<file path="src/rtl/alu_res_pkg.sv">
// rtl/alu_res_pkg.sv - shared types and constants for the ALU result collector
// Contents: collector state enum, result/latency widths, ALU op-code type
// shared with the stimulus driver.
package alu_res_pkg;

  localparam int RES_W = 16;
  localparam int LAT_W = 8;

  typedef enum logic [1:0] {
    IDLE,
    WAIT_DONE,
    HOLD
  } state_e;

  typedef enum logic [2:0] {
    OP_ADD,
    OP_SUB,
    OP_AND,
    OP_OR,
    OP_XOR,
    OP_SHL,
    OP_SHR,
    OP_PASS
  } alu_op_e;

endpackage

</file>
<file path="src/rtl/alu_res_lat_tracker.sv">
// rtl/alu_res_lat_tracker.sv - start-to-done latency counter, max register and timeout compare
// Ports:
//   clk_i, reset_i     clock, synchronous active-high reset
//   start_acc_i        collector accepted a start this cycle (IDLE -> WAIT_DONE)
//   wait_i             collector is in WAIT_DONE
//   done_i             done accepted in WAIT_DONE this cycle
//   timeout_hit_o      command has reached TIMEOUT without a done this cycle
//   lat_max_o          largest latency seen on an accepted done
module alu_res_lat_tracker
  import alu_res_pkg::*;
#(
  parameter int TIMEOUT = 64
) (
  input  logic             clk_i,
  input  logic             reset_i,
  input  logic             start_acc_i,
  input  logic             wait_i,
  input  logic             done_i,
  output logic             timeout_hit_o,
  output logic [LAT_W-1:0] lat_max_o
);

  localparam logic [LAT_W-1:0] LAT_SAT = '1;
  localparam logic [LAT_W-1:0] LAT_TO  = LAT_W'(TIMEOUT);

  logic [LAT_W-1:0] lat_cnt_q;
  logic [LAT_W-1:0] lat_max_q;

  // The start cycle itself loads 1, so a done in the very next cycle reads
  // as latency 1.
  always_ff @(posedge clk_i) begin
    if (reset_i) begin
      lat_cnt_q <= '0;
    end else if (start_acc_i) begin
      lat_cnt_q <= LAT_W'(1);
    end else if (wait_i && lat_cnt_q != LAT_SAT) begin
      lat_cnt_q <= lat_cnt_q + LAT_W'(1);
    end
  end

  always_ff @(posedge clk_i) begin
    if (reset_i) begin
      lat_max_q <= '0;
    end else if (done_i && lat_cnt_q > lat_max_q) begin
      lat_max_q <= lat_cnt_q;
    end
  end

  // A done in the timeout cycle wins, so it masks the hit.
  assign timeout_hit_o = wait_i && !done_i && (lat_cnt_q == LAT_TO);
  assign lat_max_o     = lat_max_q;

endmodule

</file>
<file path="src/rtl/alu_result_collector.sv">
// rtl/alu_result_collector.sv - packs ALU results into batches with valid/ready readout
// Optional feature macro: ALU_RES_LATENCY_EN (latency tracking and timeout).
// Ports:
//   clk_i, reset_i     clock, synchronous active-high reset
//   start_i            ALU start level; done_i one-cycle done pulse; result_i
//   flush_i            emit the partial batch held so far
//   rd_ready_i         reader accepts the presented batch
//   batch_valid_o      batch presented (HOLD); batch_data_o slot 0 in LSBs
//   batch_count_o      number of filled slots
//   busy_o             command in flight (WAIT_DONE)
//   overflow_o         sticky, done while HOLD
//   timeout_o          sticky, command abandoned after TIMEOUT cycles
//   spurious_o         sticky, done while IDLE
//   lat_max_o          maximum observed start-to-done latency
module alu_result_collector #(
  parameter int NUM_RESULTS = 20,
  parameter int RES_W       = 16,
  parameter int TIMEOUT     = 64
) (
  input  logic                               clk_i,
  input  logic                               reset_i,
  input  logic                               start_i,
  input  logic                               done_i,
  input  logic [RES_W-1:0]                   result_i,
  input  logic                               flush_i,
  input  logic                               rd_ready_i,
  output logic                               batch_valid_o,
  output logic [NUM_RESULTS*RES_W-1:0]       batch_data_o,
  output logic [$clog2(NUM_RESULTS+1)-1:0]   batch_count_o,
  output logic                               busy_o,
  output logic                               overflow_o,
  output logic                               timeout_o,
  output logic                               spurious_o,
  output logic [7:0]                         lat_max_o
);

  import alu_res_pkg::*;

  localparam int DATA_W = NUM_RESULTS * RES_W;
  localparam int CNT_W  = $clog2(NUM_RESULTS + 1);
  localparam logic [CNT_W-1:0] CNT_FULL = CNT_W'(NUM_RESULTS);

  state_e             state_q, state_d;
  logic [CNT_W-1:0]   idx_q, idx_d;
  logic [DATA_W-1:0]  data_q, data_d;
  logic               spurious_q, spurious_d;
  logic               overflow_q, overflow_d;
  logic               timeout_q, timeout_d;
  logic               start_acc;
  logic               done_acc;
  logic               timeout_hit;

  always_ff @(posedge clk_i) begin
    if (reset_i) begin
      state_q    <= IDLE;
      idx_q      <= '0;
      data_q     <= '0;
      spurious_q <= 1'b0;
      overflow_q <= 1'b0;
      timeout_q  <= 1'b0;
    end else begin
      state_q    <= state_d;
      idx_q      <= idx_d;
      data_q     <= data_d;
      spurious_q <= spurious_d;
      overflow_q <= overflow_d;
      timeout_q  <= timeout_d;
    end
  end

  always_comb begin
    state_d    = state_q;
    idx_d      = idx_q;
    data_d     = data_q;
    spurious_d = spurious_q;
    overflow_d = overflow_q;
    timeout_d  = timeout_q;
    start_acc  = 1'b0;
    done_acc   = 1'b0;

    case (state_q)
      IDLE: begin
        if (done_i) begin
          spurious_d = 1'b1;
        end
        // A pending flush takes precedence; the start is seen again from
        // IDLE after the batch has been read.
        if (flush_i && idx_q != '0) begin
          state_d = HOLD;
        end else if (start_i) begin
          state_d   = WAIT_DONE;
          start_acc = 1'b1;
        end
      end

      WAIT_DONE: begin
        if (done_i) begin
          done_acc = 1'b1;
          // Slots above idx are always zero here, so OR-ing in is a write.
          data_d   = data_q | (DATA_W'(result_i) << (RES_W * int'(idx_q)));
          idx_d    = idx_q + CNT_W'(1);
          if (idx_d == CNT_FULL || flush_i) begin
            state_d = HOLD;
          end else begin
            state_d = IDLE;
          end
        end else if (flush_i && idx_q != '0) begin
          state_d = HOLD;
        end else if (timeout_hit) begin
          timeout_d = 1'b1;
          state_d   = IDLE;
        end
      end

      HOLD: begin
        if (done_i) begin
          overflow_d = 1'b1;
        end
        if (rd_ready_i) begin
          state_d = IDLE;
          idx_d   = '0;
          data_d  = '0;
        end
      end

      default: begin
        state_d = IDLE;
      end
    endcase
  end

`ifdef ALU_RES_LATENCY_EN
  alu_res_lat_tracker #(
    .TIMEOUT(TIMEOUT)
  ) u_lat_tracker (
    .clk_i        (clk_i),
    .reset_i      (reset_i),
    .start_acc_i  (start_acc),
    .wait_i       (state_q == WAIT_DONE),
    .done_i       (done_acc),
    .timeout_hit_o(timeout_hit),
    .lat_max_o    (lat_max_o)
  );
`else
  logic unused_lat;
  assign unused_lat  = start_acc | done_acc | (TIMEOUT == 0);
  assign timeout_hit = 1'b0;
  assign lat_max_o   = '0;
`endif

  assign batch_valid_o = (state_q == HOLD);
  assign busy_o        = (state_q == WAIT_DONE);
  assign batch_data_o  = data_q;
  assign batch_count_o = idx_q;
  assign overflow_o    = overflow_q;
  assign timeout_o     = timeout_q;
  assign spurious_o    = spurious_q;

endmodule
</file>
<file path="config.mk">
export PLATFORM = sky130hd
export DESIGN_NAME = alu_result_collector
export DESIGN_NICKNAME = d
export VERILOG_FILES = /design/src/rtl/alu_res_pkg.sv /design/src/rtl/alu_res_lat_tracker.sv /design/src/rtl/alu_result_collector.sv
export SDC_FILE = /design/constraint.sdc
export NUM_CORES = 1
export LEC_CHECK = 0
export CAP_MARGIN = 20
export CORE_MARGIN = 1
export CORE_UTILIZATION = 37
export DETAILED_ROUTE_END_ITERATION = 16
export MAX_ROUTING_LAYER = met4
export PLACE_DENSITY = 0.68
export SYNTH_ARGS = -nofsm -noshare
export SYNTH_HDL_FRONTEND = slang
export SYNTH_HIERARCHICAL = 1
export SYNTH_SLANG_ARGS = --single-unit
</file>
<file path="constraint.sdc">
create_clock -name clk_i -period 2.4 [get_ports clk_i]
set_input_delay 0.36 -clock clk_i [delete_from_list [all_inputs] [get_ports clk_i]]
set_output_delay 0.36 -clock clk_i [all_outputs]
set_load 0.01 [all_outputs]
</file>
After elaboration in Yosys (flattened, before gate mapping)
Cells that the tools add are included.
{"block": "classes", "n_addsub": 1, "eq_ne": 7, "n_shift": 1, "n_mux": 13, "bitwise_logic": 1, "n_reduce_logical": 9}
{"op": "2-to-1 mux 320 bit", "count": 2}
{"op": "case mux 320 bit (2 select lines)", "count": 1}
{"op": "OR 320 bit", "count": 1}
{"op": "<< shifter 16 x 9 -> 320 bit", "count": 1}
{"op": "2-to-1 mux 2 bit", "count": 6}
{"op": "2-to-1 mux 5 bit", "count": 2}
{"op": "case mux 5 bit (2 select lines)", "count": 1}
{"op": "case mux 2 bit (3 select lines)", "count": 1}
{"op": "AND reduction 3 bit", "count": 2}
{"op": "adder 5 x 1 -> 5 bit, second input constant", "count": 1}
{"op": "equality test 5 bit, second input constant", "count": 1}
{"op": "nonzero test 5 bit", "count": 1}
{"op": "inequality test 2 bit, second input constant", "count": 2}
{"op": "AND reduction 2 bit", "count": 2}
{"op": "inequality test 3 x 2 -> 1 bit, second input constant", "count": 1}
{"op": "inequality test 3 bit, second input constant", "count": 1}
{"op": "equality test 2 x 1 -> 1 bit, second input constant", "count": 1}
{"op": "equality test 2 bit, second input constant", "count": 1}
{"op": "logical NOT 2 bit", "count": 1}
{"op": "nonzero test 2 bit", "count": 1}
{"op": "logical AND 1 bit", "count": 1}
{"op": "logical OR 1 bit", "count": 1}
{"block": "word_totals", "ff_bits": 329, "inputBits": 22, "output_inout_bits": 338, "wordCells": 37}

Logic depth before layout (Yosys ltp)
{"block": "logic_depth", "ltp_word": 6, "depth_mapped": 7, "ltp_nobuf": 5}

Worst setup path before layout
No wires, ideal clock.
{"block": "synth_path", "path_type": "reg-to-reg", "startpoint": "register idx_q[0], in the netlist batch_count_o[0]", "endpoint": "register state_q[1]", "arrival_ps": 1795, "t_required_ps": 2279, "path_slack_ps": 484, "path_stages_with_launch": 8, "path_buffers": 2, "synth_period_minus_slack_ps": 1916, "cell_sequence": "dfxtp_1 > clkbuf_1 > clkbuf_1 > inv_1 > ha_1 > or4b_2 > a21boi_0 > o31ai_1"}
{"block": "synth_between", "elab_chain_len": 6, "word_cells_on_any_way": 12, "classes_between": "1 x add/sub; 3 x eq/ne; 4 x mux; 4 x reduce/logical"}
{"item": "start: declaration", "line": "alu_result_collector.sv:44", "rtl": "logic [CNT_W-1:0] idx_q, idx_d;"}
{"item": "start signal: assignment", "line": "alu_result_collector.sv:63", "rtl": "idx_q <= idx_d;"}
{"item": "adder 5 x 1 -> 5 bit", "line": "alu_result_collector.sv:101", "rtl": "idx_d = idx_q + CNT_W'(1);"}
{"item": "equality test 5 bit", "line": "alu_result_collector.sv:102", "rtl": "if (idx_d == CNT_FULL || flush_i) begin"}
{"item": "logical OR 1 bit", "line": "alu_result_collector.sv:102"}
{"item": "2-to-1 mux 2 bit", "line": "alu_result_collector.sv:102"}
{"item": "2-to-1 mux 2 bit", "line": "alu_result_collector.sv:97", "rtl": "if (done_i) begin"}
{"item": "case mux 2 bit (3 select lines)", "line": "alu_result_collector.sv:81", "rtl": "case (state_q)"}
{"item": "end signal: assignment", "line": "alu_result_collector.sv:62", "rtl": "state_q <= state_d;"}
{"item": "end: declaration", "line": "alu_result_collector.sv:43", "rtl": "state_e state_q, state_d;"}
Parallel ways exist; a longest one is shown, timed or not.
A chain may end at the register's enable or synchronous reset.

Worst setup path in the final report
{"block": "layout_path", "startpoint": "register state_q[1]", "endpoint": "output batch_valid_o"}
{"block": "layout_between", "elab_chain_len": 1}
{"item": "equality test 2 bit", "line": "alu_result_collector.sv:151", "rtl": "assign batch_valid_o = (state_q == HOLD);"}
{"item": "end: declaration", "line": "alu_result_collector.sv:27", "rtl": "output logic batch_valid_o,"}
No other way between the ends.

==> summary.txt <==
Status
  – Outcome: finished clean

Setup path
  – CP max FO: 8
  – Critical Path End Type: primary output
  – WP data arrival: approximately 1900 ps
  – Required @ worst endpoint: roughly 2000 ps
  – R2R cell count: 5
  – Path type of the worst setup path: reg2out
  – CP Launch Type: flip-flop

Floorplan
  – Initial Util: 37.55%
  – Core area: 34460 sq um
  – Die Y: 189 um
  – Site Rows: a little under 70
  – Die W: 189 um
  – IO Pins: between 300 and 400
  – Die Area: 35720 sq um

Layout
  – Share of layout cells above drive strength 1: 11.44%
  – P&R area growth vs syn: 42.37%
  – Multi-input gate area: ~5600 sq um
  – # fillers: between 3000 and 4000
  – Register Area: 6591 sq um
  – Final Non-Filler Cells: 2024
  – Net count, final: 1561

Global routing
  – First-pass GRT wire length: 67320 um
  – Initial antenna violation count: 3
  – M1 GR Usage: 31.80%
  – GRT Util Overall: approximately a quarter
  – Vias in the first global route: ~11000
  – GRT busiest layer: met2
  – Met3 Use GR: 7.062%
  – M2 GR Usage: 38.31%
  – Largest net degree at the start of global routing: 105
  – Grt total ovfl: 0

Detailed routing
  – DR pass1 iterations: 5
  – Iter 0 DRT Violations: 628
  – Final wirelength: between 40000 and 50000 um
  – Wire per inst: 22.20 um
  – Post-DR vias/cell: 5.582
  – Post-route DRC: 0
  – Post-DRT Antenna Nets: 0
  – Routed via count: 11297

Timing
  – Setup tns final: 0 ps
  – Final Hold Fails: 0
  – Final setup fails: 0
  – Period utilization: between 90 and 100%
  – Fmax: 450.4 MHz
  – Worst slew pin tran: around 760 ps
  – Fin. max-slew vios: 0
  – Minimum clock period: about 2200 ps
  – Rel. slew slack: a little under 50%
  – RSZ-0062 raised after global routing: false
  – Layout Skew: 17.20 ps

Synth
  – Synth Area in XOR/XNOR: 0%
  – Post-synthesis mux area share: less than 1%
  – Synth warn: 6
  – Top_reg_cell synth: dfxtp_1
  – Share of the synthesized area in the top cell type: between 50 and 60%
  – Mapped Area: about 13000 sq um
  – Largest family of logic cells by synthesized area: compound AO/OA/AOI/OAI gates
  – Seq cells post-synth: 329
  – Cell count after synthesis: 1221
  – Register area share after synthesis: ~51%
  – Compound-Gate Fraction of Synth Area: 35.74%
  – Synth top area cells: dfxtp_1 (51%), o21a_1 (15%), a211oi_1 (15%)
  – Ys async rst share: 0%
  – Most common cell in the synthesized netlist: dfxtp_1
  – Post-synth EDFFs: 0
  – Post-synth top cells: dfxtp_1 (329), o21a_1 (256), a211oi_1 (255), buf_2 (71), clkbuf_1 (56)
  – Unique masters post-synth: 42
  – Adder-Cell Fraction of Synth Area: 0.1934%
  – Synth Area in Simple Gates: 6.769%
  – Cell taking the most area after synthesis: dfxtp_1
  – Avg Synthesized Cell Area: 10.60 sq um

Min path
  – Hold Path Class: reg2reg
  – Hold Path Cell Cnt: 1

Power and ir drop
  – Power Dens Cells: 661.6 nW/um^2
  – Max rail drop VDD: 0.4830 mV
  – Leak pwr: 6.156 nW

Clock network
  – TritonCTS Buffers: 37
  – Worst-path clk slew: about 50 ps
  – CTS Sinks: 329
  – CTS tree: yes
  – Clock Latency Late Sink: 530 ps
  – H-tree depth: 2
  – CTS Buffer Depth: 3
  – Setup Buffers After CTS: 0
  – Root Driver: clkbuf_16

Flow run
  – Max-cap violations: 0

Placement
  – Placed cells: 1953
  – Number of buffers added on ports: 350
  – GP Congestion: 0.8306
  – Detailed placement HPWL: 30640 um
-- where the power goes --
group,leakage [nW],switching (mW),internal (mW),total (mW)
Sequential,2.65,0.0290,5.49,5.51
Clock,0.629,2.28,3.61,5.89
Combinational,2.88,0.502,0.279,0.780
Total,6.16,2.82,9.37,12.2
-- logic make-up (layout without fill, tap and decap cells) --
group / after synthesis / in the layout
DFF: 329 / 329
adders and majority gates: 2 / 2
buffers and inverters: 168 / 504
AOI/OAI and AO/OA: 593 / 593
and+or+nand+nor: 127 / 127
other: 1 / 13
muxes: 1 / 1
-- per-layer routing --
layer,routed length (um),up-vias
met2,20450,389
met5,0,-
met4,1196,0
li1,-,5286
met3,3497,77
met1,19800,5545
-- metrics by stage --
| stage | cell area [sq um] | hold slack [ps] | utilization (%) | power, mW | setup slack (ps) |
|---|---|---|---|---|---|
| after detailed placement | 17130 | 451.9 | 49.71 | 6.412 | 125.7 |
| after CTS | 18410 | 464.9 | 53.43 | 12.27 | 170.0 |
| after floorplan | 12970 | 453.2 | - | 6.062 | 484.2 |
| final | 18420 | 461.3 | 53.46 | 12.19 | 179.8 |
| after global routing | 18420 | 474.5 | 53.45 | 12.55 | 90.40 |
| after global placement | 17130 | 447.4 | 49.71 | 6.403 | 129.1 |
-- critical path, stage by stage, from the launching register on --
cell,delay (ps)
dfxtp_1,430
nor2b_1,310
clkdlybuf4s50_1,600
-- path summary, 6_finish.rpt --
path	start	endpoint	slack, ps
worst max-delay path	state_q[1]	batch_valid_o	180
worst min-delay path	batch_data_o[130]	batch_data_o[130]	460
worst max register to register	state_q[0]	batch_data_o[200]	420
worst min register to register	batch_data_o[130]	batch_data_o[130]	460
-- what timing repair did --
item / 4_1_cts / 5_1_grt
endpoints found under the setup margin: 1 / 0
hold buffers: 0 / 0
gates resized for setup: 1 / 0
-- state kept, by name, indices dropped and copies added (netlist names) --
signal	cells
spurious_o	1
batch_count_o	5
overflow_o	1
state_q	2
batch_data_o	320
-- layout make-up --
cell class              instances  area share (%)
clock buffers                  57           6.208
clock inverters                10          0.7336
repair buffers                430           23.71
inverters                       7          0.1426
multi-input cells             732           30.28
flip-flops and latches        329           35.78
well taps                     455           3.091
diodes                          4         0.05434
-- cells in the final DEF, fill, tap and decap left out, drive strengths merged, types with 6 or more instances in the layout --
| master | instances |
|---|---|
| a211oi | 255 |
| nand3 | 34 |
| or3b | 19 |
| nor4b | 14 |
| a22o | 48 |
| conb | 9 |
| clkdlybuf4s50 | 350 |
| nor2 | 6 |
| o21a | 256 |
| nand3b | 35 |
| inv | 8 |
| dfxtp | 329 |
| a21oi | 7 |
| o2bb2ai | 16 |
| buf | 80 |
| clkbuf | 57 |
No activity file was read; power rests on OpenSTA's default activity.
